==> config.mk <==
export PLATFORM = sky130hd
export DESIGN_NAME = sram_array_ctrl_flat
export DESIGN_NICKNAME = d
export VERILOG_FILES = /design/src/rtl/sram_array_ctrl_if.sv /design/src/rtl/sram_array_ctrl.sv /design/src/flat_wrapper.sv
export SDC_FILE = /design/constraint.sdc
export NUM_CORES = 1
export LEC_CHECK = 0
export CAP_MARGIN = 20
export CELL_PAD_IN_SITES_DETAIL_PLACEMENT = 1
export CELL_PAD_IN_SITES_GLOBAL_PLACEMENT = 2
export CORE_AREA = 2 2 85 87
export DETAILED_ROUTE_END_ITERATION = 16
export DIE_AREA = 0 0 87 89
export MAX_ROUTING_LAYER = met4
export PLACE_DENSITY_LB_ADDON = 0.1
export SLEW_MARGIN = 30
export SYNTH_ARGS = -nofsm -noshare
export SYNTH_HDL_FRONTEND = slang
export SYNTH_SLANG_ARGS = --single-unit
==> constraint.sdc <==
create_clock -name clk -period 2.3 [get_ports clk]
set_clock_uncertainty 0.15 [all_clocks]
set_input_delay 0.46 -clock clk [delete_from_list [all_inputs] [get_ports clk]]
set_output_delay 0.46 -clock clk [all_outputs]
set_load 0.05 [all_outputs]
==> src/rtl/sram_array_ctrl_if.sv <==
// Request/response bus between a requester and the SRAM array sequencer.
interface sram_array_ctrl_if #(
  parameter int unsigned AW   = 2,
  parameter int unsigned COLS = 8
);
  logic            req_valid;
  logic            req_ready;
  logic            req_we;
  logic [AW-1:0]   req_addr;
  logic [COLS-1:0] req_wdata;
  logic            resp_valid;
  logic [COLS-1:0] resp_rdata;
  logic            resp_err;

  modport master (
    output req_valid, req_we, req_addr, req_wdata,
    input  req_ready, resp_valid, resp_rdata, resp_err
  );

  modport slave (
    input  req_valid, req_we, req_addr, req_wdata,
    output req_ready, resp_valid, resp_rdata, resp_err
  );
endinterface

==> src/rtl/sram_array_ctrl.sv <==
// Sequencer for a ROWS x COLS mixed-signal SRAM array: wordline pulses, writer
// data and sense-amp sampling for single-word requests, with optional write-verify.
module sram_array_ctrl #(
  parameter int unsigned ROWS      = 4,
  parameter int unsigned COLS      = 8,
  parameter int unsigned SETUP_CYC = 1,
  parameter int unsigned WL_CYC    = 1,
  parameter int unsigned VERIFY    = 0,
  parameter int unsigned AW        = $clog2(ROWS)
) (
  input  logic                clk,
  input  logic                rst,
  sram_array_ctrl_if.slave    bus,
  output logic [ROWS-1:0]     row_wr,
  output logic [ROWS-1:0]     row_rd,
  output logic [COLS-1:0]     data_in,
  input  logic [COLS-1:0]     sa_data
);

  localparam int unsigned MAXC = (SETUP_CYC > WL_CYC) ? SETUP_CYC : WL_CYC;
  localparam int unsigned CW   = (MAXC > 1) ? $clog2(MAXC) : 1;

  typedef enum logic [2:0] {
    S_IDLE, S_WSETUP, S_WPULSE, S_RECOV1, S_RPULSE, S_RECOV2, S_RESP
  } state_t;

  state_t          r_state;
  logic [CW-1:0]   r_cnt;
  logic            r_we;
  logic [AW-1:0]   r_addr;
  logic [COLS-1:0] r_wdata;
  logic [COLS-1:0] r_rdata;
  logic            r_req_ready;
  logic            r_resp_valid;
  logic [COLS-1:0] r_resp_rdata;
  logic            r_resp_err;
  logic [ROWS-1:0] r_row_wr;
  logic [ROWS-1:0] r_row_rd;
  logic [COLS-1:0] r_data_in;

  logic            w_accept;
  logic            w_oor;
  logic [ROWS-1:0] w_req_line;
  logic [ROWS-1:0] w_lat_line;

  assign w_accept   = bus.req_valid && r_req_ready;
  assign w_oor      = 32'(bus.req_addr) >= ROWS;
  // The read path fires its wordline on the accept edge, before r_addr is loaded.
  assign w_req_line = ROWS'(1) << bus.req_addr;
  assign w_lat_line = ROWS'(1) << r_addr;

  // Phase counters hold (cycles - 1) and count down to zero in each timed state.
  always_ff @(posedge clk) begin
    if (rst) begin
      r_state      <= S_IDLE;
      r_cnt        <= '0;
      r_we         <= 1'b0;
      r_addr       <= '0;
      r_wdata      <= '0;
      r_rdata      <= '0;
      r_req_ready  <= 1'b1;
      r_resp_valid <= 1'b0;
      r_resp_rdata <= '0;
      r_resp_err   <= 1'b0;
      r_row_wr     <= '0;
      r_row_rd     <= '0;
      r_data_in    <= '0;
    end else begin
      case (r_state)
        S_IDLE: begin
          if (w_accept) begin
            r_req_ready <= 1'b0;
            r_we        <= bus.req_we;
            r_addr      <= bus.req_addr;
            r_wdata     <= bus.req_wdata;
            if (w_oor) begin
              r_state      <= S_RESP;
              r_resp_valid <= 1'b1;
              r_resp_rdata <= '0;
              r_resp_err   <= 1'b1;
            end else if (bus.req_we) begin
              r_state   <= S_WSETUP;
              r_cnt     <= CW'(SETUP_CYC - 1);
              r_data_in <= bus.req_wdata;
            end else begin
              r_state  <= S_RPULSE;
              r_cnt    <= CW'(WL_CYC - 1);
              r_row_rd <= w_req_line;
            end
          end
        end
        S_WSETUP: begin
          if (r_cnt == '0) begin
            r_state  <= S_WPULSE;
            r_cnt    <= CW'(WL_CYC - 1);
            r_row_wr <= w_lat_line;
          end else begin
            r_cnt <= r_cnt - CW'(1);
          end
        end
        S_WPULSE: begin
          if (r_cnt == '0) begin
            r_state  <= S_RECOV1;
            r_row_wr <= '0;
          end else begin
            r_cnt <= r_cnt - CW'(1);
          end
        end
        S_RECOV1: begin
          if (VERIFY != 0) begin
            r_state  <= S_RPULSE;
            r_cnt    <= CW'(WL_CYC - 1);
            r_row_rd <= w_lat_line;
          end else begin
            r_state      <= S_RESP;
            r_resp_valid <= 1'b1;
            r_resp_rdata <= '0;
            r_resp_err   <= 1'b0;
          end
        end
        S_RPULSE: begin
          if (r_cnt == '0) begin
            r_state  <= S_RECOV2;
            r_row_rd <= '0;
            r_rdata  <= sa_data;
          end else begin
            r_cnt <= r_cnt - CW'(1);
          end
        end
        S_RECOV2: begin
          r_state      <= S_RESP;
          r_resp_valid <= 1'b1;
          r_resp_rdata <= r_rdata;
          r_resp_err   <= r_we && (r_rdata != r_wdata);
        end
        S_RESP: begin
          r_state      <= S_IDLE;
          r_req_ready  <= 1'b1;
          r_resp_valid <= 1'b0;
          r_resp_rdata <= '0;
          r_resp_err   <= 1'b0;
        end
        default: begin
          r_state      <= S_IDLE;
          r_req_ready  <= 1'b1;
          r_resp_valid <= 1'b0;
          r_row_wr     <= '0;
          r_row_rd     <= '0;
        end
      endcase
    end
  end

  assign bus.req_ready  = r_req_ready;
  assign bus.resp_valid = r_resp_valid;
  assign bus.resp_rdata = r_resp_rdata;
  assign bus.resp_err   = r_resp_err;
  assign row_wr         = r_row_wr;
  assign row_rd         = r_row_rd;
  assign data_in        = r_data_in;

endmodule

==> src/flat_wrapper.sv <==
// flat-port wrapper written by rule: the top's interface ports become plain ports
module sram_array_ctrl_flat 
#(
  parameter int unsigned ROWS      = 4,
  parameter int unsigned COLS      = 8,
  parameter int unsigned SETUP_CYC = 1,
  parameter int unsigned WL_CYC    = 1,
  parameter int unsigned VERIFY    = 0,
  parameter int unsigned AW        = $clog2(ROWS)
)
  (clk, rst, row_wr, row_rd, data_in, sa_data, bus_req_valid, bus_req_we, bus_req_addr, bus_req_wdata, bus_req_ready, bus_resp_valid, bus_resp_rdata, bus_resp_err);
  sram_array_ctrl_if #(.AW(AW), .COLS(COLS)) bus_i ();
  input  logic clk;
  input  logic rst;
  output logic [ROWS-1:0] row_wr;
  output logic [ROWS-1:0] row_rd;
  output logic [COLS-1:0] data_in;
  input  logic [COLS-1:0] sa_data;
  input wire logic [$bits(bus_i.req_valid)-1:0] bus_req_valid;
  input wire logic [$bits(bus_i.req_we)-1:0] bus_req_we;
  input wire logic [$bits(bus_i.req_addr)-1:0] bus_req_addr;
  input wire logic [$bits(bus_i.req_wdata)-1:0] bus_req_wdata;
  output wire logic [$bits(bus_i.req_ready)-1:0] bus_req_ready;
  output wire logic [$bits(bus_i.resp_valid)-1:0] bus_resp_valid;
  output wire logic [$bits(bus_i.resp_rdata)-1:0] bus_resp_rdata;
  output wire logic [$bits(bus_i.resp_err)-1:0] bus_resp_err;
  assign bus_i.req_valid = bus_req_valid;
  assign bus_i.req_we = bus_req_we;
  assign bus_i.req_addr = bus_req_addr;
  assign bus_i.req_wdata = bus_req_wdata;
  assign bus_req_ready = bus_i.req_ready;
  assign bus_resp_valid = bus_i.resp_valid;
  assign bus_resp_rdata = bus_i.resp_rdata;
  assign bus_resp_err = bus_i.resp_err;
  sram_array_ctrl #(.ROWS(ROWS), .COLS(COLS), .SETUP_CYC(SETUP_CYC), .WL_CYC(WL_CYC), .VERIFY(VERIFY), .AW(AW)) u_core (.clk(clk), .rst(rst), .bus(bus_i), .row_wr(row_wr), .row_rd(row_rd), .data_in(data_in), .sa_data(sa_data));
endmodule
# Word-level counts from Yosys, hierarchy flattened
# Cells that the tools add are included.
dict set report op_classes {
  addsub 1
  eq_ne 12
  shift 2
  muxes 19
  bitwise_logic 4
  n_reduce_logical 20
}
# cell n
set op_table {}
lappend op_table {{$pmux 4 s3} 2}
lappend op_table {{$mux 4} 4}
lappend op_table {{$pmux 8 s2} 1}
lappend op_table {{$mux 3} 5}
lappend op_table {{$pmux 3 s5} 1}
lappend op_table {{$reduce_or 5->1} 3}
lappend op_table {{$eq 3x3->1 const B} 3}
lappend op_table {{$ne 2x2->1 const B} 4}
lappend op_table {{$ne 8x8->1} 1}
lappend op_table {{$pmux 1 s2} 4}
lappend op_table {{$reduce_and 2->1} 4}
lappend op_table {{$reduce_and 4->1} 2}
lappend op_table {{$shl 1x2->4 const A} 2}
lappend op_table {{$eq 3x2->1 const B} 2}
lappend op_table {{$reduce_and 3->1} 2}
lappend op_table {{$not 1->1} 4}
lappend op_table {{$reduce_bool 2->1} 2}
lappend op_table {{$reduce_or 2->1} 2}
lappend op_table {{$reduce_or 4->1} 1}
lappend op_table {{$eq 3x1->1 const B} 1}
lappend op_table {{$logic_not 3->1} 1}
lappend op_table {{$reduce_or 3->1} 1}
lappend op_table {{$logic_and 1x1->1} 2}
lappend op_table {{$mux 1} 2}
lappend op_table {{2 further kinds} 2}
dict set report totals {
  reg_bits 50
  in_bits 22
  out_inout_bits 27
  word_cells 71
}

# Logic depth before layout (Yosys ltp)
dict set report depth {
  word_depth 4
  ltp_mapped 6
  ltp_nobuf 5
}

# Worst setup path before layout
# OpenSTA, ideal clock, no wires.
dict set report synth_path {
  path_type {reg-to-reg}
  startpoint {register u_core.r_req_ready (netlist: u_core.bus.req_ready)}
  endpoint {register u_core.r_data_in[0] (netlist: u_core.data_in[0])}
  setup_ns 0.128
  t_arrival_ns 1.452
  required_ns 2.022
  path_slack_ns 0.570
  stages_incl_launch_ff 5
  path_buffers 0
  synth_period_minus_slack_ns 1.730
  cell_sequence {dfxtp_1 > nand3_1 > nor2_8 > mux2i_1 > nor2_1}
}
dict set report synth_between {
  elab_chain_cells 2
}
# element line_no
set synth_lines {}
lappend synth_lines {{from (decl)} sram_array_ctrl.sv:33} ;# logic r_req_ready;
lappend synth_lines {{from (signal assigned)} sram_array_ctrl.sv:61} ;# r_req_ready <= 1'b1;
lappend synth_lines {{from (signal assigned)} sram_array_ctrl.sv:72} ;# r_req_ready <= 1'b0;
lappend synth_lines {{from (signal assigned)} sram_array_ctrl.sv:138} ;# r_req_ready <= 1'b1;
lappend synth_lines {{$logic_and 1x1->1} sram_array_ctrl.sv:46} ;# assign w_accept = bus.req_valid && r_req_ready;
lappend synth_lines {{$reduce_and 3->1 (no line)} n/a}
lappend synth_lines {{to (signal assigned)} sram_array_ctrl.sv:84} ;# r_data_in <= bus.req_wdata;
lappend synth_lines {{to (decl)} sram_array_ctrl.sv:39} ;# logic [COLS-1:0] r_data_in;
# No other way between the ends.
# A chain may end at the register's enable or synchronous reset.

# Worst setup path in the final report
dict set report layout_path {
  startpoint {register u_core.r_req_ready (netlist: u_core.bus.req_ready)}
  endpoint {output bus_req_ready}
}
# element line_no
set layout_rtl {}
lappend layout_rtl {{to (decl)} flat_wrapper.sv:23} ;# output wire logic [$bits(bus_i.req_ready)-1:0] bus_req_ready;
# No word-level cell between the ends.

==> flow_metrics.py <==
metrics = {
    "detailed_routing": {
        "dr_wl_met2_mm": 2.52,
        "drc_errors": 0,
        "viasPerCell": 4.84,
        "routed_wirelength_mm": 5.12,
        "routedWlPerCell_um": 14.3,
        "top_layer": "met4",
        "drtIter0Drc": 36,
        "drt-pass1-iter-count": 4,
        "dr_wl_met3_um": 162,
        "drtAntennaViolNets": 0,
        "num_vias": 1736,
        "wl_met1_mm": 2.41,
    },
    "grt": {
        "overflow": 0,
        "grt_pass1_vias": 1798,
        "antenna_found_initial": 0,
        "grt_max_degree": 51,
        "grt_pass1_wl_mm": 8.66,
        "grtUsageTotal": 0.145,
    },
    "logic_synthesis": {
        "synth_edf_count": 0,
        "yosysTopAreaCell": "dfxtp_1",
        "synth_area_leaders": "dfxtp_1 47%, mux2i_1 13%, nor2_1 8.3%, a21oi_1 5.8%, nand2_1 4.5%",
        "synth_cell_types": 34,
        "post-synth-top-count-cell": "dfxtp_1",
        "ys.flop_type": "dfxtp_1",
        "synth_top_area_share": 0.472,
        "synthArstFlopShare": 0,
        "post_synth.cell_area_avg_um2": 9.04,
        "yosysSeqAreaShare": 0.472,
        "synth.net_count": 253,
        "ys_warn_count": 0,
        "ys_ff_latch": 49,
        "yosys-top-cells-count": "49 x dfxtp_1, 46 x nor2_1, 28 x mux2i_1, 25 x nand2_1, 24 x a21oi_1",
        "syn_area_um2": 2080,
        "syn_inst": 230,
    },
    "cts": {
        "path_clk_slew_ps": 90,
        "holdBufCountCts": 0,
        "cts_buffer_depth": 2,
        "clk_latency_ps": 300,
        "cts_root_buf": "clkbuf_8",
        "cts_tree": "done",
        "clock-sinks": 49,
        "htree_levels": 2,
        "post-cts-setup-buffers": 0,
        "cts_resized": 0,
        "cts_buffers": 5,
    },
    "timing": {
        "fin_crit_ps": 2170,
        "fmax_mhz": 461,
        "rsz0062_at_grt": "no",
        "maxSlewViolCount": 0,
        "slew_headroom": 0.647,
        "worst_pin_slew_ps": 529,
        "tns_ps": 0,
        "hold_ws_ps": 319,
        "hold_viol": 0,
        "fin_crit_sh": 0.943,
        "finalSetupViolations": 0,
    },
    "flow_run": {
        "drv_cap": 0,
    },
    "setup_path": {
        "start_kind": "flip-flop",
        "rrSetupSlack_ps": 330,
        "slowest_delay_ps": 840,
        "worstPathArrival_ps": 1560,
        "cp_data_required_time_ps": 1690,
        "critPathSlowestCell": "clkdlybuf4s50_1",
        "cp.depth": 1,
        "cp-end-kind": "primary output",
        "crit_fanout": 6,
        "reg2reg_depth": 5,
        "cp_num_buf_inv": 1,
        "path_cells": "clkdlybuf4s50_1",
        "crit_type": "reg -> out",
        "cp_top_family": "buffers and inverters",
    },
    "run_status": {
        "outcome": "complete, no violations",
    },
    "place": {
        "dp_hpwl_mm": 3.66,
        "routabilityCongestion": 0.732,
        "portBuffers": 48,
        "dpl.cell_count": 351,
    },
    "cells_and_area": {
        "layout-drive-gt1-share": 0.0609,
        "final_cells": 359,
        "multi_input_area_um2": 1030,
        "fill_cells": 803,
        "insertedDiodeCount": 0,
        "post-route-util": 0.410,
        "seq_area_um2": 981,
        "areaGrowthSynthToFinish_pct": 32.6,
        "nNetsFinal": 301,
    },
    "floorplanning": {
        "die_y_um": 89,
        "die_w_um": 87,
        "rows": 30,
        "core_area_um2": 6720,
        "start_util": 0.309,
        "ios": 49,
        "die-area_um2": 7740,
    },
    "power": {
        "cellPowerDensity_nw_per_um2": 742,
        "vdd_drop_max_mv": 0.276,
        "leakagePower_uw": 0.00105,
    },
    "min_path": {
        "hold_depth": 2,
        "holdCritPathClass": "reg -> reg",
    },
}
layout make-up:
type	count	share of cell area
Clock buffer	7	0.0350
Clock inverter	1	0.00182
Inverter	1	0.00136
Multi-Input combinational cell	167	0.374
Sequential cell	49	0.356
Tap cell	80	0.0363
Timing Repair Buffer	54	0.195
cells in the final DEF, fill, tap and decap left out:
cell type | Yosys | final
or2_2 | 1 | 1
a221o_1 | 1 | 1
nor2_8 | 1 | 1
a21o_1 | 1 | 1
nand3_1 | 4 | 4
inv_1 | 1 | 1
nand3b_1 | 2 | 2
nand4_1 | 2 | 2
o41ai_1 | 1 | 1
nor3b_1 | 2 | 2
a22oi_1 | 2 | 2
clkbuf_8 | 0 | 7
o211ai_4 | 1 | 1
buf_4 | 0 | 5
clkdlybuf4s50_1 | 0 | 48
a21oi_1 | 24 | 24
buf_12 | 0 | 1
nand2_1 | 25 | 25
a32oi_1 | 1 | 1
a211o_1 | 1 | 1
nand4b_1 | 1 | 1
dfxtp_1 | 49 | 49
fa_1 | 1 | 1
or3_1 | 1 | 1
mux2i_1 | 28 | 28
o21bai_1 | 1 | 1
clkinv_2 | 0 | 1
nand2b_1 | 3 | 3
nor2_1 | 46 | 46
nor3_1 | 3 | 3
xnor2_1 | 8 | 8
nand4bb_1 | 1 | 1
or3b_1 | 1 | 1
xor2_1 | 2 | 2
and3_1 | 2 | 2
state kept, by name, indices dropped and copies added, names as in the netlist:
register	cells
u_core.bus.resp_rdata	8
u_core.r_we	1
u_core.r_wdata	8
u_core.bus.resp_err	1
u_core.r_addr	2
u_core.bus.req_ready	1
u_core.row_rd	4
u_core.r_state	3
u_core.bus.resp_valid	1
u_core.data_in	8
u_core.row_wr	4
u_core.r_rdata	8
cell families after synthesis:
| kind of cell | Yosys count | synth area share |
|---|---|---|
| buffers and inverters | 14 | 0.0313 |
| xor gates and xnor gates | 10 | 0.0421 |
| DFF | 49 | 0.472 |
| AOI/OAI and AO/OA | 33 | 0.0999 |
| muxes | 28 | 0.135 |
| adders and majority gates | 1 | 0.00963 |
| and+or+nand+nor | 95 | 0.210 |
metal layers:
metal / up-vias / global-route usage
li1: 870 / -
met1: 831 / 0.178
met2: 33 / 0.244
met3: 2 / 0.0305
met4: 0 / 0.0341
met5: - / -
metrics by stage:
stage          worst slack [ps]  instance area, um^2  power (uW)
2_1_floorplan               570                 2080        1350
3_3_place_gp                299                 2660        1510
3_5_place_dp                242                 2660        1520
4_1_cts                     111                 2760        2080
5_1_grt                    68.9                 2760        2170
6_report                    131                 2760        2050
report_power, final:
| group | internal (uW) | switching (uW) |
|---|---|---|
| sequential | 908 | 67.3 |
| clock | 272 | 285 |
| combinational | 223 | 291 |
path summary, 6_finish.rpt:
kind	from	endpoint
worst min-delay path	u_core.bus.resp_valid$_SDFFE_PP0N_	u_core.bus.resp_valid$_SDFFE_PP0N_
worst max-delay path	u_core.bus.req_ready$_SDFFE_PP1P_	bus_req_ready
worst max register to register	u_core.r_state[0]$_SDFFE_PP0P_	u_core.row_wr[3]$_SDFFE_PP0N_
worst min register to register	u_core.bus.resp_valid$_SDFFE_PP0N_	u_core.bus.resp_valid$_SDFFE_PP0N_
No activity file was read; power rests on OpenSTA's default activity.
